**config.mk**
```make
export PLATFORM = sky130hd
export DESIGN_NAME = doomsday_timer
export DESIGN_NICKNAME = d
export VERILOG_FILES = /design/src/rtl/doomsday_timer.sv
export SDC_FILE = /design/constraint.sdc
export NUM_CORES = 1
export LEC_CHECK = 0
export CORE_MARGIN = 2
export CORE_UTILIZATION = 30
export CTS_CLUSTER_DIAMETER = 50
export CTS_CLUSTER_SIZE = 10
export DETAILED_ROUTE_END_ITERATION = 8
export GPL_TIMING_DRIVEN = 0
export PLACE_DENSITY = 0.51
export SYNTH_ARGS = -nofsm -noshare
export SYNTH_HDL_FRONTEND = slang
export SYNTH_SLANG_ARGS = --single-unit
```
**constraint.sdc**
```tcl
create_clock -name clk -period 2.3 [get_ports clk]
set_input_delay 0.69 -clock clk [delete_from_list [all_inputs] [get_ports clk]]
set_output_delay 0.69 -clock clk [all_outputs]
set_load 0.01 [all_outputs]
```
**src/rtl/doomsday_timer.sv**
```systemverilog
// doomsday_timer: BCD MM:SS up/down timer with run/pause control, an internal
// one-second prescaler, load validation and expiry/rollover flags.
//
// Ports:
//   clk        system clock, all logic on posedge
//   reset_n    asynchronous active-low reset
//   clear      sync: digits 00:00, state IDLE, prescaler 0
//   load       sync: load load_mm/load_ss if valid, state IDLE, prescaler 0
//   load_mm    BCD minutes {tens, units}
//   load_ss    BCD seconds {tens, units}
//   run        level: 1 counts, 0 pauses
//   dir        0 = up, 1 = down, sampled on each tick
//   bin3..bin0 minutes tens, minutes units, seconds tens, seconds units
//   tick       one-cycle pulse per counted second
//   expired    one-cycle pulse on reaching 00:00 while counting down
//   rollover   one-cycle pulse on wrap/saturation at MIN_MAX:59
//   load_err   one-cycle pulse when a load is rejected
//   running    high in RUN
//   done       high in EXPIRED
module doomsday_timer #(
  parameter int unsigned TICK_DIV = 100000000,
  parameter int unsigned MIN_MAX  = 59,
  parameter bit          WRAP     = 1'b1
) (
  input  logic       clk,
  input  logic       reset_n,
  input  logic       clear,
  input  logic       load,
  input  logic [7:0] load_mm,
  input  logic [7:0] load_ss,
  input  logic       run,
  input  logic       dir,
  output logic [3:0] bin3,
  output logic [3:0] bin2,
  output logic [3:0] bin1,
  output logic [3:0] bin0,
  output logic       tick,
  output logic       expired,
  output logic       rollover,
  output logic       load_err,
  output logic       running,
  output logic       done
);

  localparam int unsigned   PW       = $clog2(TICK_DIV);
  localparam logic [PW-1:0] PRE_LAST = PW'(TICK_DIV - 1);
  localparam logic [3:0]    MM_T     = 4'(MIN_MAX / 10);
  localparam logic [3:0]    MM_U     = 4'(MIN_MAX % 10);

  typedef enum logic [1:0] {S_IDLE, S_RUN, S_EXPIRED} state_t;

  state_t        state_q, state_n;
  logic [PW-1:0] pre_q, pre_n;
  logic [3:0]    d3_n, d2_n, d1_n, d0_n;
  logic          tick_n, exp_n, roll_n, lerr_n;
  logic          at_zero, at_one, at_top;

  // Minutes are compared digit-wise against MIN_MAX to avoid a multiplier.
  function automatic logic load_ok(input logic [7:0] mm, input logic [7:0] ss);
    logic nib_ok, ss_ok, mm_ok;
    nib_ok = (mm[7:4] <= 4'd9) && (mm[3:0] <= 4'd9) &&
             (ss[7:4] <= 4'd9) && (ss[3:0] <= 4'd9);
    ss_ok  = (ss[7:4] <= 4'd5);
    mm_ok  = (mm[7:4] < MM_T) || ((mm[7:4] == MM_T) && (mm[3:0] <= MM_U));
    return nib_ok && ss_ok && mm_ok;
  endfunction

  always_comb begin
    state_n = state_q;
    pre_n   = pre_q;
    d3_n    = bin3;
    d2_n    = bin2;
    d1_n    = bin1;
    d0_n    = bin0;
    tick_n  = 1'b0;
    exp_n   = 1'b0;
    roll_n  = 1'b0;
    lerr_n  = 1'b0;

    at_zero = (bin3 == 4'd0) && (bin2 == 4'd0) && (bin1 == 4'd0) && (bin0 == 4'd0);
    at_one  = (bin3 == 4'd0) && (bin2 == 4'd0) && (bin1 == 4'd0) && (bin0 == 4'd1);
    at_top  = (bin3 == MM_T) && (bin2 == MM_U) && (bin1 == 4'd5) && (bin0 == 4'd9);

    if (clear) begin
      state_n = S_IDLE;
      pre_n   = '0;
      d3_n    = '0;
      d2_n    = '0;
      d1_n    = '0;
      d0_n    = '0;
    end else if (load) begin
      state_n = S_IDLE;
      pre_n   = '0;
      if (load_ok(load_mm, load_ss)) begin
        d3_n = load_mm[7:4];
        d2_n = load_mm[3:0];
        d1_n = load_ss[7:4];
        d0_n = load_ss[3:0];
      end else begin
        lerr_n = 1'b1;
      end
    end else begin
      case (state_q)
        S_IDLE: begin
          if (run && !(dir && at_zero)) state_n = S_RUN;
        end
        S_RUN: begin
          // Pausing leaves the prescaler untouched so the partial second survives.
          if (!run) begin
            state_n = S_IDLE;
          end else if (pre_q != PRE_LAST) begin
            pre_n = pre_q + 1'b1;
          end else begin
            pre_n  = '0;
            tick_n = 1'b1;
            if (!dir) begin
              if (at_top) begin
                roll_n = 1'b1;
                if (WRAP) begin
                  d3_n = '0;
                  d2_n = '0;
                  d1_n = '0;
                  d0_n = '0;
                end else begin
                  state_n = S_IDLE;
                end
              end else if (bin0 != 4'd9) begin
                d0_n = bin0 + 4'd1;
              end else begin
                d0_n = '0;
                if (bin1 != 4'd5) begin
                  d1_n = bin1 + 4'd1;
                end else begin
                  d1_n = '0;
                  if (bin2 != 4'd9) begin
                    d2_n = bin2 + 4'd1;
                  end else begin
                    d2_n = '0;
                    d3_n = bin3 + 4'd1;
                  end
                end
              end
            end else begin
              // 00:00 can be reached in RUN via an up-wrap; a down tick there expires at once.
              if (at_zero || at_one) begin
                d3_n    = '0;
                d2_n    = '0;
                d1_n    = '0;
                d0_n    = '0;
                exp_n   = 1'b1;
                state_n = S_EXPIRED;
              end else if (bin0 != 4'd0) begin
                d0_n = bin0 - 4'd1;
              end else begin
                d0_n = 4'd9;
                if (bin1 != 4'd0) begin
                  d1_n = bin1 - 4'd1;
                end else begin
                  d1_n = 4'd5;
                  if (bin2 != 4'd0) begin
                    d2_n = bin2 - 4'd1;
                  end else begin
                    d2_n = 4'd9;
                    d3_n = bin3 - 4'd1;
                  end
                end
              end
            end
          end
        end
        S_EXPIRED: begin
        end
        default: state_n = S_IDLE;
      endcase
    end
  end

  always_ff @(posedge clk or negedge reset_n) begin
    if (!reset_n) begin
      state_q  <= S_IDLE;
      pre_q    <= '0;
      bin3     <= '0;
      bin2     <= '0;
      bin1     <= '0;
      bin0     <= '0;
      tick     <= 1'b0;
      expired  <= 1'b0;
      rollover <= 1'b0;
      load_err <= 1'b0;
      running  <= 1'b0;
      done     <= 1'b0;
    end else begin
      state_q  <= state_n;
      pre_q    <= pre_n;
      bin3     <= d3_n;
      bin2     <= d2_n;
      bin1     <= d1_n;
      bin0     <= d0_n;
      tick     <= tick_n;
      expired  <= exp_n;
      rollover <= roll_n;
      load_err <= lerr_n;
      running  <= (state_n == S_RUN);
      done     <= (state_n == S_EXPIRED);
    end
  end

endmodule

```
==> impl_metrics.tcl, run 1 <==
set metrics [dict create \
    antenna_cells 0 \
    synth_xor_xnor_area_share 0.0735 \
    drv_slew 0 \
    worstHoldPathType "primary input to asynchronous set/reset pin" \
    grt_pass1_wl_microns 14700 \
    clk-insertion-delay-late_ns 0.31 \
    synth_area_leaders "dfrtp_1, nor2_1, xor2_1" \
    clkSinkCount 51 \
    worst_slew_pin_slew_ns 0.574 \
    avgSynthCellArea_sq_um 8.74 \
    yosysMostFrequentCell "dfrtp_1" \
    grt_usage 0.160 \
    core-area_sq_um 10400 \
    dr.pass1.iters 4 \
    port-buffer-count 42 \
    fp-row-count 37 \
    cts_tree "yes" \
    grt_max_degree 30 \
    avgViaCountPerCell 5.16 \
    synth_seq_area_share 0.397 \
    start_util 0.310 \
    period_minus_slack_ns 2.25 \
    path_class "primary input to flip-flop" \
    cts_root_buffer "clkbuf_8" \
    skew_ns 0.00800 \
    power_per_cell_area_nw_per_um2 621 \
    post-route-drc-count 0 \
    overflow 0 \
    fin_crit_sh 0.977 \
    synth-edff-count 0 \
    yosysTopAreaCell "dfrtp_1" \
    ys_types 59 \
    synth_cells 368 \
    critPathSlowestCell "clkdlybuf4s50_1" \
    syn_to_final_growth_pct 34.2 \
    htreeDepth 2 \
    syn_area_sq_um 3220 \
    fin_util 0.417 \
    hold_buffers 0 \
    synthSimpleGateAreaFrac 0.278 \
    end_kind "flip-flop" \
    synth_mux_area_frac 0.00972 \
    clk_pin_slew_worst_paths_ns 0.10 \
    grt_pass1_vias 3033 \
    place_congestion 0.846 \
    drt_iter0_markers 150 \
    die-area_sq_um 11600 \
    critPathMaxStageDelay_ns 0.44 \
    die-width_microns 108 \
    ant_nets 0 \
    yosysWarnings 0 \
    synth_compound_area_frac 0.164 \
    maxCapViolations 0 \
    ys_seq_elements 51 \
    synthAdderAreaFrac 0.0389 \
    cts_buffers 5 \
    die_y_microns 108 \
    ios 44 \
    max_clock_freq_mhz 445 \
    synth_top_family_by_area "simple AND/OR/NAND/NOR gates" \
    setup_violations 0 \
    cp.required_ns 2.49 \
    ys.flop_type "dfrtp_1" \
    synth_common_cells "dfrtp_1, nor2_1, nand2_1" \
    clock_path_buffers 2 \
    leakage_nw 1.78 \
    async_reset_ff_frac 1.00 \
    path_buf_inv 2 \
    peakVddDrop_mv 0.275 \
    grt_antenna_before_repair 0 \
    cp_data_arrival_time_ns 2.44 \
    wire_per_inst_microns 15.5 \
    cpMostUsedCell "o21ai_0" \
    hold_slack_ns 0.360 \
    synth_top_area_share 0.397 \
    totalWireLength_microns 8980 \
    dpl.hpwl_microns 6510 \
    drive_gt1_frac 0.199 \
    nets 473 \
    finalHoldViolCount 0 \
    critPathTopFamily "compound AO/OA/AOI/OAI gates" \
    crit_path_start_kind "primary input" \
    slew_headroom 0.617 \
    cp_max_fo 8 \
    num_vias 2983 \
    fillers 1054 \
    synth_nets 400 \
    crit_path_cell_trace "clkdlybuf4s50_1, a211oi_2, a41oi_2, buf_4, a311oi_4, o21ai_4, o21ai_0, o21ai_0" \
    status "finished clean" \
]
-- where the power goes --
group | switching [mW] | total (mW) | leakage, nW | internal (mW)
clock | 0.327 | 0.686 | 0.0618 | 0.359
combinational | 0.451 | 0.924 | 1.03 | 0.473
sequential | 0.109 | 1.07 | 0.683 | 0.964
total | 0.888 | 2.68 | 1.78 | 1.80
-- kinds of logic (layout without fill, tap and decap cells) --
group,Yosys count,in the layout
simple gates,167,167
compound gates,82,82
flops,51,51
buf+inv,28,102
xor+xnor,27,27
fa+ha+maj,10,10
mux,3,3
-- path summary, 6_finish.rpt --
path | depth (start not counted) | startpoint | to | slack, ns
min | 1 | reset_n | pre_q[11]$_DFFE_PN0P_ | 0.36
min in group clk | 1 | state_q[1]$_DFF_PN0_ | state_q[0]$_DFF_PN0_ | 0.51
min reg2reg | 1 | state_q[1]$_DFF_PN0_ | state_q[0]$_DFF_PN0_ | 0.51
max in group asynchronous | 2 | reset_n | bin1[1]$_DFFE_PN0P_ | 1.36
max reg2reg | 7 | bin0[2]$_DFFE_PN0P_ | bin3[2]$_DFFE_PN0P_ | 0.09
max | 8 | load_ss[5] | bin2[2]$_DFFE_PN0P_ | 0.05
-- registers in the layout, summed over array words and instances (netlist names), 2 cells and up --
| signal | flops |
|---|---|
| pre_q | 27 |
| bin1 | 4 |
| state_q | 2 |
| bin2 | 4 |
| bin0 | 4 |
| bin3 | 4 |
-- cell type report --
| type | instances | area (sq um) | area share |
|---|---|---|---|
| Buffer | 13 | 73.8 | 0.0171 |
| Clock buffer | 6 | 82.6 | 0.0191 |
| Clock inverter | 2 | 38.8 | 0.00898 |
| Inverter | 11 | 41.3 | 0.00956 |
| Multi-Input combinational cell | 289 | 1980 | 0.459 |
| Sequential cell | 51 | 1290 | 0.298 |
| Tap cell | 136 | 170 | 0.0394 |
| Timing Repair Buffer | 70 | 643 | 0.149 |
-- per-layer routing --
metal | vias to the layer above | GRT usage | part of all wire
li1 | 1465 | - | -
met2 | 63 | 0.285 | 0.51
met1 | 1445 | 0.199 | 0.44
met3 | 10 | 0.0230 | 0.035
met5 | - | 0 | 0
met4 | 0 | 0.0458 | 0.014
-- repair_timing --
action	4_1_cts	5_1_grt
endpoints found under the setup margin	40	35
hold endpoints to repair	0	0
buffers inserted	11	16
gates resized for setup	27	27
pin swaps	5	12
-- placed cells by master, fill, tap and decap left out, types with 7 or more instances in the layout --
master           count
ha_1                 7
o21ai_0             19
buf_4               30
dfrtp_1             43
nand4_1              8
clkdlybuf4s50_1     36
a21oi_1             17
xnor2_1             10
xor2_1              17
dfrtp_2              8
nand3_1             18
inv_1               11
nor3_1               9
nand2_1             28
and3_1               7
nor2_1              44
-- per-stage QoR --
stage               cell area, sq um  instances  TNS (ns)  total power [mW]  worst slack, ns
finish                          4320        578         0              2.68           0.0528
global route                    4320        578  -0.00948              2.85         -0.00948
detailed placement              3820        547    -23.39              1.84           -0.792
CTS                             4120        565  -0.00763              2.60         -0.00763
global placement                3810        546    -83.28              1.83            -1.18
floorplan                       3220        368         0              1.52            0.102
Power figures use the tool's default switching activity.
==> run 2, diff against run 1 <==
--- a/config.mk
+++ b/config.mk
@@ -7,6 +7,7 @@
 export LEC_CHECK = 0
 export CORE_MARGIN = 2
 export CORE_UTILIZATION = 30
+export CTS_BUF_LIST = sky130_fd_sc_hd__clkbuf_4
 export CTS_CLUSTER_DIAMETER = 50
 export CTS_CLUSTER_SIZE = 10
 export DETAILED_ROUTE_END_ITERATION = 8
==> impl_metrics.tcl, run 2 (synthesis results as in run 1) <==
set metrics [dict create \
    regArea_sq_um 1280 \
    worstHoldPathType "primary input to asynchronous set/reset pin" \
    rr_startpoint "pre_q[1]$_DFFE_PN0P_" \
    combPwrFrac 0.358 \
    clkSinkCount 51 \
    htreeDepth 2 \
    largest_reg_flops 27 \
    drt_iter0_markers 131 \
    use_met2 0.283 \
    fp-row-count 37 \
    die-width_microns 108 \
    skew_ns 0.0102 \
    place_congestion 0.846 \
    max_clock_freq_mhz 443 \
    switchingPower_uw 863 \
    sw_frac_of_total 0.344 \
    cp_max_fo 5 \
    wire_per_inst_microns 15.5 \
    crit_path_cell_trace "ha_1, and3_1, nand4_1, buf_4, nor4_4, o211a_1, buf_6, o21ai_1, a22o_1" \
    clk-insertion-delay-late_ns 0.39 \
    die_y_microns 108 \
    reg2reg_to "bin1[3]$_DFFE_PN0P_" \
    nets 472 \
    setup_ws_ns 0.0418 \
    clkPwrFrac 0.219 \
    drive_gt1_frac 0.170 \
    die-area_sq_um 11600 \
    p_total_mw 2.51 \
    cts_buffers 5 \
    overflow 0 \
    slew_headroom 0.613 \
    p_int_mw 1.65 \
    fin_util 0.406 \
    syn_to_final_growth_pct 30.7 \
    design_area_sq_um 4210 \
    peakVddDrop_mv 0.303 \
    cp.required_ns 2.60 \
    path_buf_inv 2 \
    core-area_sq_um 10400 \
    status "finished clean" \
    grt_antenna_before_repair 0 \
    period_minus_slack_ns 2.26 \
    dpl.hpwl_microns 6510 \
    fin_crit_sh 0.982 \
    critPathSlowestCell "dfrtp_1" \
    rsz0062_at_grt "yes" \
    power_per_cell_area_nw_per_um2 597 \
    critPathTopFamily "simple AND/OR/NAND/NOR gates" \
    totalWireLength_microns 8960 \
    placed_cell_area_sq_um 3820 \
    multi_input_area_sq_um 1920 \
    maxCapViolations 0 \
    end_kind "flip-flop" \
    leakage_nw 1.72 \
    clock_path_buffers 2 \
    grt_max_degree 30 \
    finalHoldViolCount 0 \
    mostFrequentLayoutCells "nor2_1, dfrtp_1, clkdlybuf4s50_1" \
    fillers 1079 \
    num_vias 3018 \
    cp_data_arrival_time_ns 2.55 \
    stdcell_count 577 \
    port-buffer-count 42 \
    regMostFlops "pre_q" \
    post-route-drc-count 0 \
    hold_buffers 0 \
    use_met1 0.194 \
    grt_pass1_vias 3011 \
    gr-max-usage-layer "met2" \
    dr.pass1.iters 4 \
    ant_nets 0 \
    start_util 0.310 \
    worst_slew_pin_slew_ns 0.581 \
    ios 44 \
    grt_usage 0.158 \
    crit_path_start_kind "flip-flop" \
    r2r_slack_ns 0.04 \
    dp_slack_ns -0.792 \
    seq_power_share 0.422 \
    grt_pass1_wl_microns 14600 \
    cts_tree "yes" \
    globalRouteMet3Util 0.0260 \
    clk_pin_slew_worst_paths_ns 0.16 \
    placedCellCount 547 \
    drv_slew 0 \
    setup_violations 0 \
    ff2ff_path_depth 9 \
    antenna_cells 0 \
    critPathMaxStageDelay_ns 0.40 \
    avgViaCountPerCell 5.23 \
    cts_root_buffer "clkbuf_4" \
    path_class "flip-flop to flip-flop" \
]
run 2: layer usage:
metal	routed length (microns)	up-vias
met2	4480	61
li1	-	1473
met5	0	-
met1	4000	1465
met3	301	19
met4	170	0
run 2: per-stage QoR:
stage | setup TNS, ns | hold slack, ns
finish | 0 | 0.273
global route | -0.410 | 0.294
CTS | 0 | 0.281
detailed placement | -23.39 | 0.493
global placement | -83.28 | 0.480
floorplan | 0 | 0.394
run 2: how the worst max path moves through the flow:
stage                                    start               endpoint  slack, ns  cells past startpoint
after floorplan                           load  pre_q[10]$_DFFE_PN0P_       0.10                      8
after global placement                 reset_n    bin1[3]$_DFFE_PN0P_      -1.18                      1
after detailed placement                 clear    bin2[0]$_DFFE_PN0P_      -0.79                      8
after CTS                  bin1[0]$_DFFE_PN0P_    bin1[3]$_DFFE_PN0P_       0.01                     10
after global routing      pre_q[1]$_DFFE_PN0P_    bin1[3]$_DFFE_PN0P_      -0.06                      9
final                     pre_q[1]$_DFFE_PN0P_    bin1[3]$_DFFE_PN0P_       0.04                      9
run 2: power groups by stage:
stage / Combinational, mW / Sequential [mW] / Clock, mW
6_report: 0.899 / 1.06 / 0.550
5_1_grt: 0.991 / 1.07 / 0.606
4_1_cts: 0.802 / 1.07 / 0.572
3_5_place_dp: 0.761 / 1.08 / 0
3_3_place_gp: 0.748 / 1.08 / 0
2_1_floorplan: 0.430 / 1.09 / 0
run 2: cell type report:
cell class,instances,area share
buffer,15,0.0205
clock inverter,3,0.0101
sequential,51,0.305
timing repair buffer,67,0.148
tap,136,0.0405
clock buffer,5,0.00893
multi-input combinational,289,0.457
inverter,11,0.00982
run 2: repair_timing:
| action | 4_1_cts | 5_1_grt |
|---|---|---|
| gates cloned | 0 | 1 |
| pin swaps | 4 | 8 |
| buffers inserted | 8 | 15 |
| gates resized for setup | 18 | 25 |
| endpoints found under the setup margin | 40 | 37 |
run 2: worst register-to-register path, cell delays in order (launching register included):
cell,delay (ns)
dfrtp_1,0.40
ha_1,0.16
and3_1,0.21
nand4_1,0.13
buf_4,0.18
nor4_4,0.34
o211a_1,0.31
buf_6,0.16
o21ai_1,0.06
a22o_1,0.21
==> run 3, diff against run 2 <==
--- a/config.mk
+++ b/config.mk
@@ -5,7 +5,8 @@
 export SDC_FILE = /design/constraint.sdc
 export NUM_CORES = 1
 export LEC_CHECK = 0
-export CORE_MARGIN = 2
+export ABC_CLOCK_PERIOD_IN_PS = 2300
+export CORE_MARGIN = 3
 export CORE_UTILIZATION = 30
 export CTS_BUF_LIST = sky130_fd_sc_hd__clkbuf_4
 export CTS_CLUSTER_DIAMETER = 50
==> impl_metrics.tcl, run 3 (synthesis results as in run 1) <==
set metrics [dict create \
    grt_pass1_vias 2838 \
    hold_slack_ns 0.290 \
    r2r_slack_ns 0.09 \
    port-buffer-count 42 \
    cts_root_buffer "clkbuf_4" \
    leakage_nw 1.66 \
    syn_to_final_growth_pct 27.4 \
    p_total_mw 2.38 \
    dr.pass1.iters 4 \
    rr_startpoint "bin1[0]$_DFFE_PN0P_" \
    place_congestion 0.863 \
    clk_pin_slew_worst_paths_ns 0.16 \
    crit_path_cell_trace "clkdlybuf4s50_1, a211oi_2, a41oi_2, inv_1, o211a_1, buf_4, o21ai_0, a22o_1" \
    path_buf_inv 3 \
    path_class "primary input to flip-flop" \
    grt_pass1_wl_microns 14400 \
    crit_cells 8 \
    fin_crit_sh 0.972 \
    dr.max_layer_used "met4" \
    post-route-drc-count 0 \
    clkSinkCount 51 \
    worst_slew_pin_slew_ns 0.599 \
    start_util 0.310 \
    avgViaCountPerCell 5.19 \
    critPathSlowestCell "clkdlybuf4s50_1" \
    cp_max_fo 10 \
    m1WireLength_microns 4050 \
    setup_violations 0 \
    end_kind "flip-flop" \
    cts_tree "yes" \
    cp_data_arrival_time_ns 2.52 \
    die_y_microns 110 \
    drv_slew 0 \
    power_per_cell_area_nw_per_um2 581 \
    clock_path_buffers 2 \
    mostFrequentLayoutCells "nor2_1, dfrtp_1, clkdlybuf4s50_1" \
    maxCapViolations 0 \
    wire_per_inst_microns 15.8 \
    htreeDepth 2 \
    ios 44 \
    worstHoldPathType "primary input to asynchronous set/reset pin" \
    num_vias 2940 \
    wl_met3_microns 358 \
    overflow 0 \
    totalWireLength_microns 8950 \
    die-width_microns 110 \
    reg2reg_to "bin1[3]$_DFFE_PN0P_" \
    final_common_cell "nor2_1" \
    status "finished clean" \
    nets 463 \
    grt_max_degree 29 \
    critPathTopFamily "compound AO/OA/AOI/OAI gates" \
    grt_antenna_before_repair 0 \
    skew_ns 0.00885 \
    grt_usage 0.151 \
    largest_reg_flops 27 \
    fillers 1103 \
    regMostFlops "pre_q" \
    die-area_sq_um 12000 \
    cts_buffers 5 \
    dpl.hpwl_microns 6520 \
    crit_path_start_kind "primary input" \
    antenna_cells 0 \
    slew_headroom 0.601 \
    finalHoldViolCount 0 \
    clk-insertion-delay-late_ns 0.38 \
    drt_iter0_markers 148 \
    period_minus_slack_ns 2.24 \
    peakVddDrop_mv 0.336 \
    cp.required_ns 2.58 \
    fp-row-count 37 \
    max_clock_freq_mhz 447 \
    critPathMaxStageDelay_ns 0.50 \
    drive_gt1_frac 0.158 \
    design_area_sq_um 4100 \
    ant_nets 0 \
    dr_wl_met2_microns 4450 \
    placed_cell_area_sq_um 3820 \
    core-area_sq_um 10400 \
    ff2ff_path_depth 9 \
]
[run 3: worst max path at each step]
stage	startpoint	end	slack, ns
detailed placement	clear	bin2[0]$_DFFE_PN0P_	-0.80
finish	load_ss[6]	bin1[3]$_DFFE_PN0P_	0.06
global route	bin1[0]$_DFFE_PN0P_	bin1[0]$_DFFE_PN0P_	-0.02
global placement	reset_n	bin1[1]$_DFFE_PN0P_	-1.20
CTS	bin1[0]$_DFFE_PN0P_	bin2[0]$_DFFE_PN0P_	0.02
floorplan	load	pre_q[10]$_DFFE_PN0P_	0.10
[run 3: repair_timing]
item                                    CTS  global route
pin swaps                                 5             5
buffers inserted                          7             9
hold buffers                              0             0
endpoints found under the setup margin   40            33
resized for setup                        15            28
gates cloned                              0             0
[run 3: layout make-up]
cell class / instances / area (sq um) / area share
clock inverter: 2 / 13.8 / 0.00336
tap: 136 / 170 / 0.0415
inverter: 11 / 41.3 / 0.0101
sequential: 51 / 1280 / 0.313
clock buffer: 5 / 37.5 / 0.00915
buffer: 15 / 81.3 / 0.0198
multi-input combinational: 289 / 1930 / 0.470
timing repair buffer: 58 / 546 / 0.133
[run 3: power breakdown]
part	leakage (nW)	total, mW	switching [mW]	internal (mW)
Clock	0.0310	0.434	0.319	0.115
Sequential	0.685	1.06	0.0955	0.965
Combinational	0.946	0.888	0.451	0.436
Total	1.66	2.38	0.866	1.52
[run 3: through the flow]
stage          setup TNS [ns]   util  cells  worst slack, ns
2_1_floorplan               0      -    368            0.102
3_3_place_gp           -83.90  0.367    546            -1.20
3_5_place_dp           -24.56  0.369    547           -0.805
4_1_cts                     0  0.383    560           0.0167
5_1_grt               -0.0167  0.396    567          -0.0167
6_report                    0  0.396    567           0.0648
[run 3: metal layers]
layer / GRT usage / up-vias
met2: 0.258 / 62
li1: - / 1443
met5: 0 / -
met1: 0.198 / 1424
met3: 0.0299 / 11
met4: 0.0303 / 0
[run 3: worst reg2reg max path, stage by stage, from the launching register on]
cell and delay [ns]:
dfrtp_2 0.49, inv_2 0.09, ha_4 0.15, nor3b_4 0.30
nand4_1 0.26, nand3_1 0.16, o211a_1 0.17, buf_4 0.18
o21ai_0 0.10, a22o_1 0.23
